[config.mk]
export PLATFORM = sky130hd
export DESIGN_NAME = imem_fetch_ctrl_flat
export DESIGN_NICKNAME = d
export VERILOG_FILES = /design/src/rtl/imem_fetch_ctrl_pkg.sv /design/src/rtl/imem_fetch_ctrl_if.sv /design/src/rtl/imem_fetch_ctrl_timer.sv /design/src/rtl/imem_fetch_ctrl.sv /design/src/flat_wrapper.sv
export SDC_FILE = /design/constraint.sdc
export NUM_CORES = 1
export LEC_CHECK = 0
export CORE_UTILIZATION = 44
export CTS_CLUSTER_SIZE = 28
export DETAILED_ROUTE_END_ITERATION = 7
export PLACE_DENSITY = 0.8
export REMOVE_ABC_BUFFERS = 1
export SYNTH_ARGS = -nofsm -noshare
export SYNTH_HDL_FRONTEND = slang
export SYNTH_SLANG_ARGS = --single-unit
[constraint.sdc]
create_clock -name clk -period 3.25 [get_ports clk]
set_input_delay 0.4875 -clock clk [delete_from_list [all_inputs] [get_ports clk]]
set_output_delay 0.4875 -clock clk [all_outputs]
set_load 0.05 [all_outputs]
[src/rtl/imem_fetch_ctrl_pkg.sv]
// Shared types and constants for the instruction-fetch controller.
// Holds FSM states, the NOP word and fault codes.
package fetch_pkg;

  typedef enum logic [2:0] {
    IDLE,
    REQ,
    WAIT,
    DRAIN,
    HOLD
  } fetch_state_e;

  localparam logic [31:0] NOP = 32'h0000_0013;

  localparam logic [1:0] FAULT_NONE     = 2'b00;
  localparam logic [1:0] FAULT_MISALIGN = 2'b01;
  localparam logic [1:0] FAULT_TIMEOUT  = 2'b10;

  function automatic logic is_aligned(
    input logic [31:0] a
  );
    return a[1:0] == 2'b00;
  endfunction

endpackage

[src/rtl/imem_fetch_ctrl_if.sv]
// Instruction-memory bus: valid/ready request, valid-only response.
// master = fetch controller, slave = memory.
interface imem_fetch_ctrl_if;
  logic        mem_req_valid;
  logic [29:0] mem_req_addr;
  logic        mem_req_ready;
  logic        mem_rsp_valid;
  logic [31:0] mem_rsp_data;

  modport master (
    output mem_req_valid,
    output mem_req_addr,
    input  mem_req_ready,
    input  mem_rsp_valid,
    input  mem_rsp_data
  );

  modport slave (
    input  mem_req_valid,
    input  mem_req_addr,
    output mem_req_ready,
    output mem_rsp_valid,
    output mem_rsp_data
  );
endinterface

[src/rtl/imem_fetch_ctrl_timer.sv]
// 16-bit saturating wait timer for the fetch controller.
// expired is high while count equals the configured limit.
module fetch_timeout_timer #(
  parameter int TIMEOUT_CYCLES = 255
) (
  input  logic clk,
  input  logic reset,
  input  logic clr,
  input  logic en,
  output logic expired
);

  localparam logic [15:0] LIMIT = 16'(TIMEOUT_CYCLES);

  logic [15:0] count;

  always_ff @(posedge clk or posedge reset) begin
    if (reset) begin
      count <= '0;
    end else if (clr) begin
      count <= '0;
    end else if (en && count != 16'hFFFF) begin
      count <= count + 16'd1;
    end
  end

  assign expired = (count == LIMIT);

endmodule

[src/rtl/imem_fetch_ctrl.sv]
// Instruction-fetch controller: PC -> imem request -> decode handshake.
// Handles flushes, misaligned PCs and memory timeouts.
module imem_fetch_ctrl
  import fetch_pkg::*;
#(
  parameter int TIMEOUT_CYCLES = 255
) (
  input  logic               clk,
  input  logic               reset,
  input  logic [31:0]        pc_addr,
  input  logic               pc_valid,
  input  logic               flush,
  output logic               pc_stall,
  output logic [31:0]        inst,
  output logic               inst_valid,
  input  logic               inst_ready,
  output logic [1:0]         fault_cause,
  imem_fetch_ctrl_if.master  mem
);

  fetch_state_e state_q;
  fetch_state_e state_d;

  logic        flush_pend;
  logic        req_valid_q;
  logic [29:0] req_addr_q;
  logic [31:0] inst_q;
  logic        inst_valid_q;
  logic [1:0]  fault_q;

  logic tmr_clr;
  logic tmr_en;
  logic expired;

  fetch_timeout_timer #(
    .TIMEOUT_CYCLES(TIMEOUT_CYCLES)
  ) u_timer (
    .clk     (clk),
    .reset   (reset),
    .clr     (tmr_clr),
    .en      (tmr_en),
    .expired (expired)
  );

  always_ff @(posedge clk or posedge reset) begin
    if (reset) begin
      state_q <= IDLE;
    end else begin
      state_q <= state_d;
    end
  end

  always_comb begin
    state_d = state_q;
    unique case (state_q)
      IDLE: begin
        if (pc_valid && !flush) begin
          state_d = is_aligned(pc_addr) ? REQ : HOLD;
        end
      end
      REQ: begin
        // request is never retracted; a flush only redirects to DRAIN
        if (mem.mem_req_ready) begin
          state_d = (flush || flush_pend) ? DRAIN : WAIT;
        end
      end
      WAIT: begin
        if (flush) begin
          state_d = mem.mem_rsp_valid ? IDLE : DRAIN;
        end else if (mem.mem_rsp_valid || expired) begin
          state_d = HOLD;
        end
      end
      DRAIN: begin
        if (mem.mem_rsp_valid) begin
          state_d = IDLE;
        end
      end
      HOLD: begin
        if (flush || inst_ready) begin
          state_d = IDLE;
        end
      end
      default: state_d = IDLE;
    endcase
  end

  always_comb begin
    pc_stall = !(state_q == HOLD && inst_ready && !flush);
    tmr_en   = (state_q == WAIT);
    tmr_clr  = (state_q != WAIT);
  end

  always_ff @(posedge clk or posedge reset) begin
    if (reset) begin
      flush_pend   <= 1'b0;
      req_valid_q  <= 1'b0;
      req_addr_q   <= '0;
      inst_q       <= '0;
      inst_valid_q <= 1'b0;
      fault_q      <= FAULT_NONE;
    end else begin
      req_valid_q  <= (state_d == REQ);
      inst_valid_q <= (state_d == HOLD);
      flush_pend   <= (state_q == REQ) && !mem.mem_req_ready
                    && (flush_pend || flush);
      if (state_q == IDLE && state_d == REQ) begin
        req_addr_q <= pc_addr[31:2];
      end
      if (state_q == IDLE && state_d == HOLD) begin
        inst_q  <= NOP;
        fault_q <= FAULT_MISALIGN;
      end
      if (state_q == WAIT && state_d == HOLD) begin
        inst_q  <= mem.mem_rsp_valid ? mem.mem_rsp_data : NOP;
        fault_q <= mem.mem_rsp_valid ? FAULT_NONE : FAULT_TIMEOUT;
      end
    end
  end

  assign mem.mem_req_valid = req_valid_q;
  assign mem.mem_req_addr  = req_addr_q;
  assign inst              = inst_q;
  assign inst_valid        = inst_valid_q;
  assign fault_cause       = fault_q;

endmodule

[src/flat_wrapper.sv]
// flat-port wrapper written by rule: the top's interface ports become plain ports
module imem_fetch_ctrl_flat import fetch_pkg::*;
#(
  parameter int TIMEOUT_CYCLES = 255
)
  (clk, reset, pc_addr, pc_valid, flush, pc_stall, inst, inst_valid, inst_ready, fault_cause, mem_mem_req_valid, mem_mem_req_addr, mem_mem_req_ready, mem_mem_rsp_valid, mem_mem_rsp_data);
  imem_fetch_ctrl_if mem_i ();
  input  logic clk;
  input  logic reset;
  input  logic [31:0] pc_addr;
  input  logic pc_valid;
  input  logic flush;
  output logic pc_stall;
  output logic [31:0] inst;
  output logic inst_valid;
  input  logic inst_ready;
  output logic [1:0] fault_cause;
  output wire logic [$bits(mem_i.mem_req_valid)-1:0] mem_mem_req_valid;
  output wire logic [$bits(mem_i.mem_req_addr)-1:0] mem_mem_req_addr;
  input wire logic [$bits(mem_i.mem_req_ready)-1:0] mem_mem_req_ready;
  input wire logic [$bits(mem_i.mem_rsp_valid)-1:0] mem_mem_rsp_valid;
  input wire logic [$bits(mem_i.mem_rsp_data)-1:0] mem_mem_rsp_data;
  assign mem_mem_req_valid = mem_i.mem_req_valid;
  assign mem_mem_req_addr = mem_i.mem_req_addr;
  assign mem_i.mem_req_ready = mem_mem_req_ready;
  assign mem_i.mem_rsp_valid = mem_mem_rsp_valid;
  assign mem_i.mem_rsp_data = mem_mem_rsp_data;
  imem_fetch_ctrl #(.TIMEOUT_CYCLES(TIMEOUT_CYCLES)) u_core (.clk(clk), .reset(reset), .pc_addr(pc_addr), .pc_valid(pc_valid), .flush(flush), .pc_stall(pc_stall), .inst(inst), .inst_valid(inst_valid), .inst_ready(inst_ready), .fault_cause(fault_cause), .mem(mem_i));
endmodule
After elaboration in Yosys (flattened, before gate mapping)
Cells that the tools add are included.
Widths: inputs -> output; s select.

cells by class
  add/sub/neg operators = 1
  multipliers = 0
  divide/modulo/power cells = 0
  $lt $le $gt $ge = 0
  equal/unequal tests = 9
  shifts and indexed selects = 0
  muxes and demuxes = 18
  bitwise logic cells = 0
  reduce and logical (&&, ||, !) cells = 19

operators with widths
  operator               number
  $mux 32                3
  $mux 16                2
  $mux 3                 7
  $add 16x1->16 const B  1
  $eq 16x8->1 const B    1
  $ne 16x16->1 const B   1
  $pmux 3 s5             1
  $logic_and 1x1->1      9
  $mux 2                 4
  $eq 3x1->1 const B     2
  $eq 3x2->1 const B     2
  $eq 3x3->1 const B     2
  $reduce_bool 2->1      2
  $logic_not 1->1        3
  $logic_not 3->1        1
  $logic_or 1x1->1       3
  $ne 3x2->1 const B     1
  $logic_not 2->1        1
  $mux 1                 1

storage, ports and cells
  register bits after elaboration = 86
  latch bits = 0
  bits in writable memories = 0
  ROM bits = 0
  bits of input ports = 71
  output and inout port bits = 67
  memories = 0

Longest topological paths before layout
  depth in word-level cells = 9
  gate-level depth with buffers = 6

Hierarchy
From an unflattened synthesis, not the netlist that was laid out.

unflattened totals
  cell total of the unflattened synthesis = 355
  area, all modules = 4080.2 µm²

by module, submodules not included
  module               times used  cells an instance  area each (µm²)  sequential area each (µm²)
  imem_fetch_ctrl      1           248                3095.5           1751.7
  fetch_timeout_timer  1           107                984.7            400.4

Least setup slack after synthesis
Ideal clock, no wire load.

  path type = register to register
  start point = reg u_core.u_timer.count[8]
  end point = reg u_core.inst_q[10] (netlist: u_core.inst[10])
  library setup time = 0.121 ns
  data arrival time = 1.772 ns
  setup slack = 1.357 ns
  cell stages (with the launch flop) = 6
  path through = dfrtp_1 > or4_4 > o41ai_4 > a21oi_2 > buf_6 > a22o_1

between the ends
  longest elaborated chain between the ends = 8
  elaborated cells on any way between the ends = 10
  those cells by class = 2 x eq/ne; 4 x mux; 4 x reduce/logical

ends and longest elaborated chain
  element                                              RTL line                                        RTL
  from (decl)                                          imem_fetch_ctrl_timer.sv:15                     logic [15:0] count;
  from (signal assigned)                               imem_fetch_ctrl_timer.sv:23                     count <= count + 16'd1;
  $eq 16x8->1 *                                        imem_fetch_ctrl_timer.sv:27                     assign expired = (count == LIMIT);
  $logic_or 1x1->1 *                                   imem_fetch_ctrl.sv:70                           end else if (mem.mem_rsp_valid || expired) begin
  $mux 3 *                                             imem_fetch_ctrl.sv:70
  $mux 3 *                                             imem_fetch_ctrl.sv:68                           if (flush) begin
  $pmux 3 s5 *                                         imem_fetch_ctrl.sv:55                           unique case (state_q)
  $eq 3x3->1 *                                         imem_fetch_ctrl.sv:110, imem_fetch_ctrl.sv:114
  $logic_and 1x1->1 (on tied branches)                 imem_fetch_ctrl.sv:114, imem_fetch_ctrl.sv:110
  $mux 32 / $reduce_bool 2->1 (equally long branches)  -
  to (signal assigned)                                 imem_fetch_ctrl.sv:115                          inst_q <= mem.mem_rsp_valid ? mem.mem_rsp_data : NOP;
  to (decl)                                            imem_fetch_ctrl.sv:27                           logic [31:0] inst_q;

Mark *: on every way between the ends. The rest lies on a longest branch, timed or not.
A chain may end at the register's enable or synchronous reset.

Worst setup path after layout
  start point = in flush
  end point = out pc_stall

between the ends
  longest elaborated chain between the ends = 3

ends and longest elaborated chain
  element            RTL line               RTL
  from (decl)        flat_wrapper.sv:12     input logic flush;
  $logic_not 1->1    imem_fetch_ctrl.sv:89  pc_stall = !(state_q == HOLD && inst_ready && !flush);
  $logic_and 1x1->1  imem_fetch_ctrl.sv:89
  $logic_not 1->1    imem_fetch_ctrl.sv:89
  to (decl)          flat_wrapper.sv:13     output logic pc_stall;

No other way between the ends.

==> flow_summary.toml <==
[detailed_routing]
highest-signal-layer = "met4"
vias_per_cell = 5.480
first_iter_violations = 128
detail-route-antenna-nets = 0
m1WireLength_um = 3350
route.detailed.drc = 0
met3_wirelength_um = 653
wl_um = 8499
met2RoutedLength_um = 4334
routed_wire_length_per_instance_um = 16.38
vias = 2844
detailedRoute.firstPassIterationCount = 4

[worst_setup_path]
cp_num_buf_inv = 2
worstSetupStartpointType = "input pin"
cp_data_required_time_ps = 2760
crit_arrival_ps = 2210
worst_path_largest_cell_delay_ps = 820
critPathSlowestCell = "sky130_fd_sc_hd__clkdlybuf4s50_1"
setup.worst_path.end_class = "output port"
path_cells = "clkdlybuf4s50_1, nor2_1, nand4b_1, clkdlybuf4s50_1"
cpLargestDelayFamily = "buffers and inverters"
path_common_cell = "sky130_fd_sc_hd__clkdlybuf4s50_1"
setup.worst_path.class = "in2out"
worst-path-max-fanout = 8

[floorplanning]
io_pins = 138
floorplan_die_height_um = 91.96
coreArea_um2 = 7767
initial_standard_cell_utilization_of_the_core_pct = 45.84
site_row_count = 32
fp.dieArea_um2 = 8457
die_w_um = 91.96

[finish]
final_layout_size_suffix_gt1_share_pct = 11.27
num-fill-cells = 553
area.growth.synth_to_final_pct = 47.15
final_net_count = 485
antenna_cells_inserted = 0
final_area_um2 = 5240
final_core_util_pct = 67.46

[timing]
final.setup.tns_ps = 0
grt_setup_unrepaired = "no"
setup_viol_count_final = 0
worst-slew-pin-transition_ps = 753.4
slew_viol_final = 0
skew_ps = 11.95
timing.final.crit_share_pct = 82.98
final-hold-violation-count = 0
max_freq_ghz = 0.3708
finalCriticalPeriod_ps = 2697
worst_hold_slack_ps = 493.9
timing.slew.headroom_pct = 49.31

[logic_synthesis]
synth.yosys.warnings = 0
synth.yosys.seq_area_share_pct = 60.44
async_reset_ff_share_pct = 100.0
synth-xor-area-share_pct = 0.4919
synth-adder-area-share_pct = 0.3514
synth_enable_flop_cells = 0
number_of_standard_cells_after_synthesis = 274
synth_top_family_by_area = "compound AO/OA/AOI/OAI gates"
syn-cell-area_um2 = 3561
synthFlopType = "sky130_fd_sc_hd__dfrtp_1"
proportion_of_synthesized_area_in_mux_cells_pct = 10.08
synth_simple_gate_area_share_pct = 11.03
synth_seq_cells = 86
avg_synthesized_cell_area_um2 = 13.00
synthDistinctLibCells = 46
synth_compound_gate_area_share_pct = 14.72

[power]
leakage_nw = 2.232
power_density_nw_per_um2 = 996.7
power.total_mw = 5.223
vdd_drop_max_uv = 586.7

[global_routing]
remaining_overflow_grt = 0
grt_antenna_before_repair = 0
grt_max_degree = 52
grt_use_total_pct = 21.28
first_global_vias = 2890
grt_pass1_wl_um = 13990

[clock_tree]
cts_inserted_buffers = 9
worst_skew_pair_latency_ps = 350
clk_path_buf_depth = 2
htree_levels = 3
cts_repair_resize_count = 0
post_cts.repair.setup_buffers = 0
worst_path_clk_slew_ps = 80
cts-hold-fix-buffers = 0
cts_sinks = 86
tritoncts = "built"
cts_root_buffer = "sky130_fd_sc_hd__clkbuf_8"

[placement]
dpl_cell_area_um2 = 5036
portBuffers = 137
gpl.final_weighted_congestion = 0.8261
dp.final_hpwl_um = 6084

[job]
max_cap_viol_count = 0

[min_path]
worst_hold_path_type = "reg2reg"

[run_status]
status = "finished clean"
-- cells in the final DEF, fill, tap and decap left out, types with 3 or more instances in the layout --
cell / n
sky130_fd_sc_hd__mux2_2: 19
sky130_fd_sc_hd__and3_1: 3
sky130_fd_sc_hd__inv_1: 5
sky130_fd_sc_hd__mux2_1: 12
sky130_fd_sc_hd__clkdlybuf4s50_1: 137
sky130_fd_sc_hd__a2bb2oi_1: 4
sky130_fd_sc_hd__or3_1: 3
sky130_fd_sc_hd__nand4_1: 4
sky130_fd_sc_hd__a22o_1: 30
sky130_fd_sc_hd__nor2_1: 9
sky130_fd_sc_hd__nand3_1: 4
sky130_fd_sc_hd__and4_1: 3
sky130_fd_sc_hd__dfrtp_1: 86
sky130_fd_sc_hd__a21oi_1: 12
sky130_fd_sc_hd__or4_1: 6
sky130_fd_sc_hd__buf_4: 4
sky130_fd_sc_hd__nand2_1: 11
sky130_fd_sc_hd__o21ai_0: 7
sky130_fd_sc_hd__nor3_1: 3
sky130_fd_sc_hd__o31ai_1: 6
sky130_fd_sc_hd__clkbuf_8: 10
-- power breakdown --
group | internal (mW) | switching, mW | total (mW)
Combinational | 0.990 | 1.77 | 2.76
Sequential | 1.46 | 0.230 | 1.69
Clock | 0.382 | 0.388 | 0.770
-- cells in the mapped netlist, types with 2 or more instances --
cell type	instances	area [um2]
sky130_fd_sc_hd__o41ai_1	2	17.52
sky130_fd_sc_hd__buf_6	3	33.78
sky130_fd_sc_hd__nor3b_1	2	15.01
sky130_fd_sc_hd__and3_1	3	18.77
sky130_fd_sc_hd__and4_1	3	26.28
sky130_fd_sc_hd__a21oi_1	12	60.06
sky130_fd_sc_hd__a2bb2oi_1	4	35.03
sky130_fd_sc_hd__or2_1	2	12.51
sky130_fd_sc_hd__nand3_1	4	20.02
sky130_fd_sc_hd__inv_1	6	22.52
sky130_fd_sc_hd__or3_1	3	18.77
sky130_fd_sc_hd__o31ai_1	6	45.04
sky130_fd_sc_hd__nor4_1	2	12.51
sky130_fd_sc_hd__and4b_1	2	20.02
sky130_fd_sc_hd__buf_1	3	11.26
sky130_fd_sc_hd__nor2b_1	2	12.51
sky130_fd_sc_hd__nor2_1	9	33.78
sky130_fd_sc_hd__a31oi_1	2	12.51
sky130_fd_sc_hd__mux2_2	19	214.0
sky130_fd_sc_hd__a22o_1	30	262.8
sky130_fd_sc_hd__or4_1	6	45.04
sky130_fd_sc_hd__buf_2	4	20.02
sky130_fd_sc_hd__nor3_1	4	20.02
sky130_fd_sc_hd__nand2_1	11	41.29
sky130_fd_sc_hd__clkbuf_1	4	15.01
sky130_fd_sc_hd__mux2_1	12	135.1
sky130_fd_sc_hd__o21ai_0	7	35.03
sky130_fd_sc_hd__dfrtp_1	86	2152
sky130_fd_sc_hd__nand4_1	4	25.02
-- sequential cells by signal, indices dropped and copies added, names as in the netlist --
register	cells
u_core.u_timer.count	16
u_core.fault_cause	2
u_core.mem.mem_req_addr	30
u_core.inst	32
u_core.flush_pend	1
u_core.inst_valid	1
u_core.state_q	3
u_core.mem.mem_req_valid	1
-- area by class of cell --
class / instances / area (um2) / share of cell area (%)
Timing Repair Buffer: 142 / 1421 / 27.13
Clock inverter: 5 / 66.31 / 1.266
Multi-Input combinational cell: 168 / 1311 / 25.02
Clock buffer: 10 / 137.6 / 2.627
Sequential cell: 86 / 2152 / 41.07
Tap cell: 102 / 127.6 / 2.436
Inverter: 6 / 23.77 / 0.4537
-- stage by stage --
step | cells | setup slack [ps]
after floorplan | 260 | 255.0
after CTS | 519 | 543.9
final | 519 | 553.2
after global routing | 519 | 512.7
after global placement | 504 | 585.4
after detailed placement | 504 | 549.4
-- per-layer routing --
metal  global-route usage [%]  vias to the layer above
met3                    6.882                       13
met2                    34.83                      110
met1                    25.41                     1419
met4                    10.03                        0
met5                        0                        -
li1                         -                     1302
-- logic make-up after synthesis --
family,Yosys count
flops,86
compound gates,68
simple gates,65
mux,32
buf+inv,20
xor+xnor,2
fa+ha+maj,1
-- worst reg2reg max path: cells and delay by family, from the launching register on --
family                 cells  cell delay, ps
buffers and inverters      1             240
flip-flops                 1             520
AND/OR/NAND/NOR            2             940
AO/OA/AOI/OAI              2             310
-- worst paths after layout --
check	startpoint	endpoint	slack, ps	cells past startpoint
setup reg to reg	u_core.state_q[1]$_DFF_PP0_	u_core.inst[22]$_DFFE_PP0P_	1130	5
setup / recovery	flush	pc_stall	550	4
hold reg to reg	u_core.mem.mem_req_addr[18]$_DFFE_PP0P_	u_core.mem.mem_req_addr[18]$_DFFE_PP0P_	490	1
hold / removal	u_core.mem.mem_req_addr[18]$_DFFE_PP0P_	u_core.mem.mem_req_addr[18]$_DFFE_PP0P_	490	1
max in group asynchronous	reset	u_core.inst[13]$_DFFE_PP0P_	2050	3
min in group asynchronous	reset	u_core.mem.mem_req_addr[6]$_DFFE_PP0P_	540	2
Power figures use the tool's default switching activity.
